`config.mk`:
```
export PLATFORM = sky130hd
export DESIGN_NAME = sbox_subst_engine
export DESIGN_NICKNAME = d
export VERILOG_FILES = /design/src/rtl/sbox_subst_engine.sv
export SDC_FILE = /design/constraint.sdc
export NUM_CORES = 1
export LEC_CHECK = 0
export ABC_AREA = 1
export BUFFER_PORTS_ARGS = -buffer_cell sky130_fd_sc_hd__buf_4
export CAP_MARGIN = 15
export CORE_MARGIN = 5
export CORE_UTILIZATION = 35
export CTS_BUF_LIST = sky130_fd_sc_hd__clkbuf_16
export DETAILED_ROUTE_END_ITERATION = 8
export HOLD_SLACK_MARGIN = 0.15
export PLACE_DENSITY = 0.63
export SYNTH_ARGS = -nofsm -noshare
export SYNTH_HDL_FRONTEND = slang
export SYNTH_SLANG_ARGS = --single-unit
export TNS_END_PERCENT = 30
```
`constraint.sdc`:
```
create_clock -name i_clk -period 4.3 [get_ports i_clk]
set_input_delay 0.43 -clock i_clk [delete_from_list [all_inputs] [get_ports i_clk]]
set_output_delay 0.43 -clock i_clk [all_outputs]
set_load 0.02 [all_outputs]
```
`src/rtl/sbox_subst_engine.sv`:
```
// DES S-box substitution engine: evaluates LANES of the eight S-boxes per cycle,
// so a 48-bit key-mixed half-block takes GROUPS = 8/LANES BUSY cycles.
module sbox_subst_engine #(
    parameter int unsigned LANES = 8,
    localparam int unsigned GROUPS = 8 / LANES
) (
    input  logic        i_clk,
    input  logic        i_rst,
    input  logic        i_in_valid,
    output logic        o_in_ready,
    input  logic [47:0] i_in_data,
    output logic        o_out_valid,
    input  logic        i_out_ready,
    output logic [31:0] o_out_data,
    output logic        o_busy
);

    localparam int unsigned GW = (GROUPS > 1) ? $clog2(GROUPS) : 1;

    localparam logic [1:0] ST_IDLE = 2'd0;
    localparam logic [1:0] ST_BUSY = 2'd1;
    localparam logic [1:0] ST_DONE = 2'd2;

    // Each entry holds rows 0..3 of one S-box, 16 nibbles per row, row 0 col 0 in the MSBs.
    localparam logic [255:0] SBOX_TBL [8] = '{
        256'hE4D12FB83A6C5907_0F74E2D1A6CB9538_41E8D62BFC973A50_FC8249175B3EA06D,
        256'hF18E6B34972DC05A_3D47F28EC01A69B5_0E7BA4D158C6932F_D8A13F42B67C05E9,
        256'hA09E63F51DC7B428_D709346A285ECBF1_D6498F30B12C5AE7_1AD069874FE3B52C,
        256'h7DE3069A1285BC4F_D8B56F03472C1AE9_A690CB7DF13E5284_3F06A1D8945BC72E,
        256'h2C417AB6853FD0E9_EB2C47D150FA3986_421BAD78F9C5630E_B8C71E2D6F09A453,
        256'hC1AF92680D34E75B_AF427C9561DE0B38_9EF528C3704A1DB6_432C95FABE17608D,
        256'h4B2EF08D3C975A61_D0B7491AE35C2F86_14BDC37EAF680592_6BD814A7950FE23C,
        256'hD2846FB1A93E50C7_1FD8A374C56B0E92_7B419CE206ADF358_21E74A8DFC90356B
    };

    if (LANES != 1 && LANES != 2 && LANES != 4 && LANES != 8) begin : g_bad_lanes
        $error("sbox_subst_engine: LANES must be 1, 2, 4 or 8");
    end

    // Row {b5,b0} and column b4..b1 form a 6-bit nibble index into the box table.
    function automatic logic [3:0] sbox_lookup(input logic [2:0] box, input logic [5:0] x);
        logic [255:0] shifted;
        shifted = SBOX_TBL[box] << {x[5], x[0], x[4:1], 2'b00};
        return shifted[255:252];
    endfunction

    logic [1:0]    state_q, state_d;
    logic [GW-1:0] grp_q, grp_d;
    logic [47:0]   data_q, data_d;
    logic [31:0]   result_q, result_d;
    logic          in_ready_q, in_ready_d;
    logic          out_valid_q, out_valid_d;
    logic          busy_q, busy_d;
    logic [31:0]   lane_result;

    // Merge the current group's S-box nibbles into the result word.
    always_comb begin : p_lanes
        logic [2:0] box;
        logic [5:0] sel;
        logic [4:0] sh;
        box         = '0;
        sel         = '0;
        sh          = '0;
        lane_result = result_q;
        for (int l = 0; l < LANES; l++) begin
            box = 3'(32'(grp_q) * LANES + 32'(l));
            sel = 6'(data_q >> (6'd42 - 6'(box) * 6'd6));
            sh  = 5'd28 - 5'(box) * 5'd4;
            lane_result = (lane_result & ~(32'hF << sh)) | (32'(sbox_lookup(box, sel)) << sh);
        end
    end

    always_comb begin : p_next
        state_d  = state_q;
        grp_d    = grp_q;
        data_d   = data_q;
        result_d = result_q;
        case (state_q)
            ST_IDLE: begin
                if (i_in_valid) begin
                    state_d = ST_BUSY;
                    grp_d   = '0;
                    data_d  = i_in_data;
                end
            end
            ST_BUSY: begin
                result_d = lane_result;
                if (grp_q == GW'(GROUPS - 1)) begin
                    state_d = ST_DONE;
                    grp_d   = '0;
                end else begin
                    grp_d = grp_q + GW'(1);
                end
            end
            ST_DONE: begin
                if (i_out_ready) begin
                    state_d = ST_IDLE;
                end
            end
            default: state_d = ST_IDLE;
        endcase
        in_ready_d  = (state_d == ST_IDLE);
        out_valid_d = (state_d == ST_DONE);
        busy_d      = (state_d == ST_BUSY);
    end

    always_ff @(posedge i_clk) begin
        if (i_rst) begin
            state_q     <= ST_IDLE;
            grp_q       <= '0;
            data_q      <= '0;
            result_q    <= '0;
            in_ready_q  <= 1'b1;
            out_valid_q <= 1'b0;
            busy_q      <= 1'b0;
        end else begin
            state_q     <= state_d;
            grp_q       <= grp_d;
            data_q      <= data_d;
            result_q    <= result_d;
            in_ready_q  <= in_ready_d;
            out_valid_q <= out_valid_d;
            busy_q      <= busy_d;
        end
    end

    assign o_in_ready  = in_ready_q;
    assign o_out_valid = out_valid_q;
    assign o_out_data  = result_q;
    assign o_busy      = busy_q;

endmodule

```
Yosys cells after proc, flatten, opt, wreduce, memory -nomap -nowiden
Memory sizes are Yosys's and may differ from the RTL's.
Cells that the tools add are included.
{ "word_totals": {"wordCells": 139, "output_inout_bits": 35, "mem_bits_ro": 14336, "regBits": 86, "mem_count": 7, "input_bits": 52} }
{ "op_classes": {"multipliers": 7, "order_cmp": 7, "addsub": 22, "n_shift": 29, "n_eq_ne": 5, "reduce_logical": 5, "mux": 21, "bitwise": 29} }
{ "memory_table": {"columns": ["memory", "words", "width", "read_ports", "rd_ports_with_merged_regs", "write_ports", "line", "source"], "rows": [
  ["(no name shown)", 8, 256, 1, 0, 0, "43", "shifted = SBOX_TBL[box] << {x[5], x[0], x[4:1], 2'b00};"],
  ["(no name shown)", 8, 256, 1, 0, 0, "43", null],
  ["(no name shown)", 8, 256, 1, 0, 0, "43", null],
  ["(no name shown)", 8, 256, 1, 0, 0, "43", null],
  ["(no name shown)", 8, 256, 1, 0, 0, "43", null],
  ["(no name shown)", 8, 256, 1, 0, 0, "43", null],
  ["1 more memories", null, null, null, null, null, null, null]
]} }
{ "ops": {"columns": ["op", "n"], "rows": [
  ["two-way mux 256 bit", 14],
  ["left shift 256 x 8 -> 256 bit", 7],
  [">> shifter 48 x 6 -> 6 bit", 7],
  ["left shift 256 x 8 -> 256 bit, first input constant", 1],
  ["AND 32 bit", 7],
  ["NOT 32 bit", 7],
  ["bitwise OR 32 bit", 7],
  ["left shift 4 x 5 -> 32 bit", 7],
  ["left shift 4 x 5 -> 32 bit, first input constant", 7],
  ["subtractor 6 bit, first input constant", 6],
  ["bitwise OR 28 x 32 -> 32 bit", 1],
  ["multiplier 3 x 2 -> 5 bit, second input constant", 6],
  [">= comparator 4 bit, second input constant", 7],
  ["subtractor 5 bit, first input constant", 5],
  ["NOT 3 -> 4 bit", 6],
  ["adder 1 x 2 -> 3 bit, both inputs constant", 3],
  ["adder 1 x 3 -> 3 bit, both inputs constant", 2],
  ["two-way mux 2 bit", 3],
  ["case mux 2 bit (3 select lines)", 1],
  ["subtractor 6 x 5 -> 6 bit, first input constant", 1],
  ["subtractor 3 x 4 -> 5 bit, first input constant", 1],
  ["subtractor 5 x 4 -> 5 bit, first input constant", 1],
  ["adder 1 x 1 -> 2 bit, both inputs constant", 2],
  ["== test 2 x 1 -> 1 bit, second input constant", 2],
  ["10 further kinds", 14]
]} }

Depth between registers and ports, before layout
Gate-level depths: netlist of run 1.
{ "depth": {"depth_word": 20, "mapped_depth": 12, "depth_no_buf": 12} }

Worst setup path after synthesis of run 1
Ideal clock, no wire load.
{ "synth_timing": {"kind": "register -> register", "from": "reg data_q[13]", "to": "reg result_q[11] (netlist: o_out_data[11])", "path_buffers": 0, "setup_time_ns": 0.109, "t_arrival_ns": 1.502, "period_less_slack_ns": 1.611, "t_required_ns": 4.191, "path_slack_ns": 2.689, "path_stages_with_launch": 12, "path_cell_list": "dfxtp_1 inv_1 ha_1 inv_1 nand2_1 nand2_1 a21oi_1 nand2_1 nand3_1 nand3_1 nand2_1 inv_1"} }
{ "synth_between": {"elab_chain_len": 16, "word_cells_on_any_way": 34, "classes_between": "shift (21); bitwise (13)"} }
{ "synth_lines": {"columns": ["item", "line", "source"], "rows": [
  ["start, declared", "49", "logic [47:0] data_q, data_d;"],
  ["start signal, assigned", "119", "data_q <= data_d;"],
  [">> shifter 48 x 6 -> 6 bit", "67", "sel = 6'(data_q >> (6'd42 - 6'(box) * 6'd6));"],
  ["left shift 256 x 8 -> 256 bit", "43", null],
  ["left shift 4 x 5 -> 32 bit", "69", "lane_result = (lane_result & ~(32'hF << sh)) | (32'(sbox_lookup(box, sel)) << sh);"],
  ["bitwise OR 32 bit", "69", null],
  ["AND 32 bit", "69", null],
  ["bitwise OR 32 bit", "69", null],
  ["AND 32 bit", "69", null],
  ["bitwise OR 32 bit", "69", null],
  ["AND 32 bit", "69", null],
  ["bitwise OR 32 bit", "69", null],
  ["AND 32 bit", "69", null],
  ["bitwise OR 32 bit", "69", null],
  ["AND 32 bit", "69", null],
  ["bitwise OR 32 bit", "69", null],
  ["AND 32 bit", "69", null],
  ["bitwise OR 32 bit (*)", "69", null],
  ["end signal, assigned", "120", "result_q <= result_d;"],
  ["end, declared", "50", "logic [31:0] result_q, result_d;"]
]} }
Every way passes the cells marked *; elsewhere a longest branch is shown, timed or not.
A chain may end at the register's enable or synchronous reset.

Worst setup path after layout of run 1
{ "layout_timing": {"from": "reg data_q[13]", "to": "reg result_q[9] (netlist: o_out_data[9])"} }
Same word-level chain as after synthesis.

==> qor.yml, run 1 <==
hold_path:
  holdCritPathClass: "in -> reg"
placement:
  hpwl_mm: 13.7
  dpl_cell_area_um2: 7740
  place_congestion: 0.883
  pre_cts_slack_ps: 2080
  portBuffers: 86
finish:
  drive_gt1_share_pct: 10.6
  multi_input_area_um2: 4650
  nFillCells: 2150
  syn2layout_area_growth_pct: 13.3
  final_nets: 1324
  register_area_um2: 1700
  design_area_um2: 8050
  antenna_cells: 0
sta:
  hold_violations: 0
  setup_viol: 0
  period_needed_ps: 1990
  clock.fmax_mhz: 502
  slew_violations: 0
  setup_ws_ps: 2310
  relSlewSlack_pct: 41.3
  tightest_slew_ps: 879
  period_share_pct: 46.4
  fin_skew_ps: 14.0
  rsz0062_at_grt: "no"
  setup_tns_ps: 0
routing:
  vias: 7641
  final_antenna_net_count: 0
  wire_per_inst_um: 13.2
  first_iter_violations: 783
  via_per_inst: 5.15
  wl_mm: 19.6
  drtPass1Iterations: 8
  drc_errors: 0
clock_tree:
  cts_root_buf: "clkbuf_16"
  cts.htree.levels: 3
  cts.repair.resized: 0
  cts_setup_buffers: 0
  cts_buffer_depth: 2
  insertion_delay_ps: 350
  cts_tree: "built"
  cts_buffers: 9
  clkSinkCount: 85
  cts.clk_slew.worst_paths_ps: 70
  cts_hold_buffers: 0
global_routing:
  gr-usage-all-layers_pct: 16.6
  grt_pass1_vias: 6912
  grt_pass1_wl_mm: 33.4
  antenna_found_initial: 0
  grt-ovfl-total: 0
  grt_max_degree: 63
logic_synthesis:
  synth_cell_types: 24
  ys_seq_area_share_pct: 23.9
  synth_fa_ha_area_share_pct: 10.9
  synth_top_family_by_area: "simple AND/OR/NAND/NOR gates"
  synth_cells: 1173
  ys_warn_count: 0
  ys_ff_latch: 85
  synthMuxAreaShare_pct: 0
  syn-num-nets: 1287
  synthSimpleGateAreaFrac_pct: 39.5
  syn_avg_cell_area_um2: 6.06
  synth_xor_area_share_pct: 0.123
  synth.cell_area_um2: 7110
  synth_compound_area_share_pct: 14.8
floorplan:
  core_area_um2: 20100
  die_h_um: 152
  start_util_pct: 35.3
  num_rows: 52
  ios: 87
  die-area_um2: 23300
  die_w_um: 152
critical_path:
  end_kind: "register"
  path_class: "reg -> reg"
  cp_slowest_cell: "dfxtp_1"
  path_max_fanout: 9
  crit_buf_inv: 3
  cp.required_ps: 4550
  cp_common_cell: "nand2_1"
  max_stage_delay_ps: 530
  cp.arrival_ps: 2240
  cp_cell_sequence: "inv_1 > ha_1 > inv_1 > nand2_1 > nand2_1 > nand2_1 > nand3_1 > nand3_1 > nand3_1 > nand2_1 > inv_1"
  critPathLaunchType: "register"
  path_delay_family: "simple AND/OR/NAND/NOR gates"
pwr:
  swShare_pct: 38.7
  pwr-share-comb_pct: 33.9
  p_seq_share_pct: 36.8
  p_leak_nw: 3.88
  power.internal_mw: 1.65
  vdd_ir_drop_max_uv: 173
  power_density_nw_per_um2: 335
  p_sw_mw: 1.05
  pwr-share-clk_pct: 29.3
run_status:
  status: "completed"
run:
  max_cap_violations: 0
==> cell type report <==
class,instances,share of cell area [%]
multi-input combinational,921,57.7
sequential,85,21.1
timing repair buffer,89,8.46
inverter,104,4.85
tap,270,4.20
clock buffer,9,2.80
clock inverter,7,0.824
==> worst reg2reg max path, stage by stage (launching register included) <==
cell	delay (ps)
dfxtp_1	530
inv_1	240
ha_1	360
inv_1	50
nand2_1	170
nand2_1	70
nand2_1	80
nand3_1	80
nand3_1	90
nand3_1	110
nand2_1	80
inv_1	40
==> per-stage QoR <==
stage          power (mW)  utilization (%)  hold slack [ps]  std cells
3_5_place_dp         1.91             38.5              457       1468
5_1_grt              2.91             40.0              360       1485
3_3_place_gp         1.91             38.5              454       1468
6_report             2.70             40.0              360       1485
2_1_floorplan        1.70                -              505       1173
4_1_cts              2.71             39.9              351       1484
==> registers in the layout, summed over array words and instances, names as in the netlist <==
name and count:
o_out_data 32, o_busy 1, o_out_valid 1, data_q 48, state_q 2, o_in_ready 1
==> cell usage after synthesis <==
library cell	number	area share [%]
nand4_1	3	0.26
or2_1	1	0.088
a21oi_1	91	6.4
o21ai_1	5	0.35
nor2_1	57	3.0
or2_2	3	0.26
inv_1	90	4.8
clkinv_1	1	0.053
buf_4	10	1.1
xor2_1	1	0.12
o211ai_2	1	0.18
nand3_1	252	18
nand2_2	5	0.44
a21oi_2	1	0.12
o21ai_0	98	6.9
buf_2	31	2.2
nand2_1	331	17
buf_6	8	1.3
ha_1	62	11
clkbuf_1	14	0.74
dfxtp_1	85	24
nor2_2	2	0.18
inv_2	13	0.69
o211ai_1	8	0.85
==> power by group through the flow <==
| stage | registers [mW] | logic (mW) | clock network (mW) |
|---|---|---|---|
| after floorplan | 0.969 | 0.726 | 0 |
| after global placement | 1.01 | 0.904 | 0 |
| after detailed placement | 1.01 | 0.904 | 0 |
| after CTS | 0.991 | 0.910 | 0.814 |
| after global routing | 1.01 | 1.06 | 0.845 |
| final | 0.994 | 0.915 | 0.791 |
==> placed cells by master (no fill, tap or decap), types with 13 or more instances in the layout <==
master   count
nand3_1    252
nor2_1      57
o21ai_0     98
dfxtp_1     85
nand2_1    331
inv_2       13
inv_1       90
buf_4       88
ha_1        62
a21oi_1     91
==> routing by layer <==
| layer | track usage, % | wire, µm |
|---|---|---|
| met5 | 0 | 0 |
| met3 | 3.15 | 1020 |
| met2 | 27.2 | 9080 |
| met1 | 22.5 | 9260 |
| met4 | 3.99 | 244 |
==> kinds of logic after synthesis <==
family / count (synthesis)
and+or+nand+nor: 654
DFF: 85
buffers and inverters: 167
adders and majority gates: 62
xor gates and xnor gates: 1
AOI/OAI and AO/OA: 204
==> final timing paths <==
check,startpoint,end,slack [ps],depth (start not counted)
worst max-delay path,data_q[13],o_out_data[9],2310,11
worst min register to register,o_out_data[1],o_out_data[1],460,2
worst min-delay path,i_in_data[1],data_q[1],360,3
worst max register to register,data_q[13],o_out_data[9],2310,11
No activity file was read; power rests on OpenSTA's default activity.
==> run 2, diff against run 1 <==
Clock period 4.3 ns to 2.1 ns, I/O delays scaled along.
==> qor.yml, run 2 (synthesized netlist as in run 1, its figures left out) <==
run:
  max_cap_violations: 0  # unchanged
floorplan:
  num_rows: 52  # unchanged
  die_h_um: 152  # unchanged
  die-area_um2: 23300  # unchanged
  start_util_pct: 35.3  # unchanged
  ios: 87  # unchanged
  die_w_um: 152  # unchanged
  core_area_um2: 20100  # unchanged
finish:
  antenna_cells: 0  # unchanged
  drive_gt1_share_pct: 11.8  # +1.2 points
  largest_reg_flops: 48  # unchanged
  final_common_cell: "nand2_1"
  top_register: "data_q"
  mostFrequentLayoutCells: "nand2_1, nand3_1, buf_4, o21ai_0, a21oi_1"
  final_nets: 1376  # +3.9%
  syn2layout_area_growth_pct: 20.5
routing:
  vias: 7859  # +2.9%
  wire_per_inst_um: 13.1  # -0.60%
  drtPass1Iterations: 5  # -3
  final_antenna_net_count: 0  # unchanged
  wl_mm: 20.2  # +2.9%
  drc_errors: 0  # unchanged
  first_iter_violations: 831  # +6.1%
  via_per_inst: 5.11  # -0.63%
pwr:
  pwr-share-clk_pct: 31.8  # +2.5 points
  p_leak_nw: 4.13  # +6.3%
  swShare_pct: 37.0  # -1.7 points
  power_density_nw_per_um2: 687  # +100%
  vdd_ir_drop_max_uv: 384  # +120%
  total_power_mw: 5.89  # +120%
  pwr-share-comb_pct: 34.5  # +0.6 points
  p_sw_mw: 2.18  # +110%
  p_seq_share_pct: 33.6  # -3.2 points
  power.internal_mw: 3.71  # +120%
sta:
  rsz0062_at_grt: "no"
  fin_skew_ps: 8.87  # -5.13 ps
  relSlewSlack_pct: 69.6  # +28 points
  setup_viol: 0  # unchanged
  period_share_pct: 89.9  # +44 points
  period_needed_ps: 1890  # -105 ps
  hold_slack_ps: 161  # -199 ps
  tightest_slew_ps: 455  # -424 ps
  clock.fmax_mhz: 530  # +5.6%
  setup_tns_ps: 0  # unchanged
  hold_violations: 0  # unchanged
  slew_violations: 0  # unchanged
global_routing:
  use_met3_pct: 2.61  # -0.54 points
  grt_pass1_wl_mm: 34.5  # +3.5%
  grt_max_degree: 67  # +6.3%
  busiest_layer: "met2"
  gr-usage-all-layers_pct: 17.3  # +0.75 points
  antenna_found_initial: 0  # unchanged
  met2_usage_pct: 28.9  # +1.7 points
  grt_pass1_vias: 7363  # +6.5%
  use_met1_pct: 22.9  # +0.36 points
  grt-ovfl-total: 0  # unchanged
critical_path:
  cp_cell_sequence: "inv_1 > ha_1 > inv_1 > nand2_1 > o21ai_0 > nand2_1 > nand3_1 > nand3_1 > nand3_1 > nand2_1 > inv_1"
  cp.required_ps: 2360  # -2190 ps
  critPathLaunchType: "register"
  cp_slowest_cell: "dfxtp_1"
  end_kind: "register"
  path_max_fanout: 8  # -1
  max_stage_delay_ps: 480  # -50 ps
  cp.arrival_ps: 2150  # -90 ps
  path_delay_family: "simple AND/OR/NAND/NOR gates"
  crit_buf_inv: 3  # unchanged
  path_class: "reg -> reg"
run_status:
  status: "completed"
placement:
  hpwl_mm: 14.3  # +3.8%
  place_congestion: 0.899  # +1.8%
  portBuffers: 86  # unchanged
clock_tree:
  cts.htree.levels: 3  # unchanged
  insertion_delay_ps: 360  # about the same
  clkSinkCount: 85  # unchanged
  cts_buffers: 9  # unchanged
  cts_buffer_depth: 2  # unchanged
  cts_setup_buffers: 0  # unchanged
  cts_root_buf: "clkbuf_16"
  cts.clk_slew.worst_paths_ps: 70  # about the same
  cts_tree: "built"
hold_path:
  holdCritPathClass: "in -> reg"
-- run 2: cell types whose count changed in the layout (fill, tap and decap cells not counted) --
| cell | before | now |
|---|---|---|
| buf_4 | 88 | 109 |
| clkinvlp_4 | 0 | 2 |
| clkinv_4 | 2 | 0 |
| clkinv_2 | 3 | 1 |
| dlygate4sd3_1 | 0 | 31 |
| bufinv_16 | 1 | 3 |
-- run 2: power by group through the flow --
stage               clock network, mW  registers, mW  logic (mW)
detailed placement                  0           2.01        1.97
global route                     1.99           2.01        2.34
floorplan                           0           1.98        1.49
finish                           1.87           1.98        2.03
global placement                    0           2.01        1.97
CTS                              1.93           1.98        2.03
-- run 2: stage by stage --
step	cell area, µm²	setup slack (ps)	util, %	std cells
after CTS	8560	223	42.6	1537
final	8560	211	42.6	1537
after floorplan	7110	489	-	1173
after detailed placement	7920	238	39.4	1490
after global placement	7920	291	39.4	1490
after global routing	8560	19.4	42.6	1537
-- run 2: worst min-delay path, delay by kind of cell --
family                 cells  cell delay [ps]
buffers and inverters      1               80
AO/OA/AOI/OAI              2              190
-- run 2: timing repair --
action | CTS | global route
hold endpoints to repair | 32 | 0
gates resized for setup | 0 | 0
hold buffers | 31 | 0
-- run 2: routing by layer --
metal  wire [µm]  share of wire (%)  vias to the layer above
met1        9430                 47                     3572
met5           0                  0                        -
li1            -                  -                     4043
met4         393                1.9                        0
met2        9430                 47                      215
met3         909                4.5                       29
-- run 2: layout make-up --
| cell class | instances | area, µm² |
|---|---|---|
| multi-input combinational | 921 | 4650 |
| tap | 270 | 338 |
| clock inverter | 7 | 114 |
| inverter | 104 | 390 |
| clock buffer | 9 | 225 |
| timing repair buffer | 141 | 1150 |
| fill | 2113 | 11500 |
| sequential | 85 | 1700 |
-- run 2: final timing paths --
path,from,endpoint,slack (ps),cells past startpoint
worst max-delay path,data_q[43],o_out_data[31],210,11
worst min-delay path,i_in_data[34],data_q[34],160,3
worst max register to register,data_q[43],o_out_data[31],210,11
worst min register to register,o_out_data[15],o_out_data[15],470,2
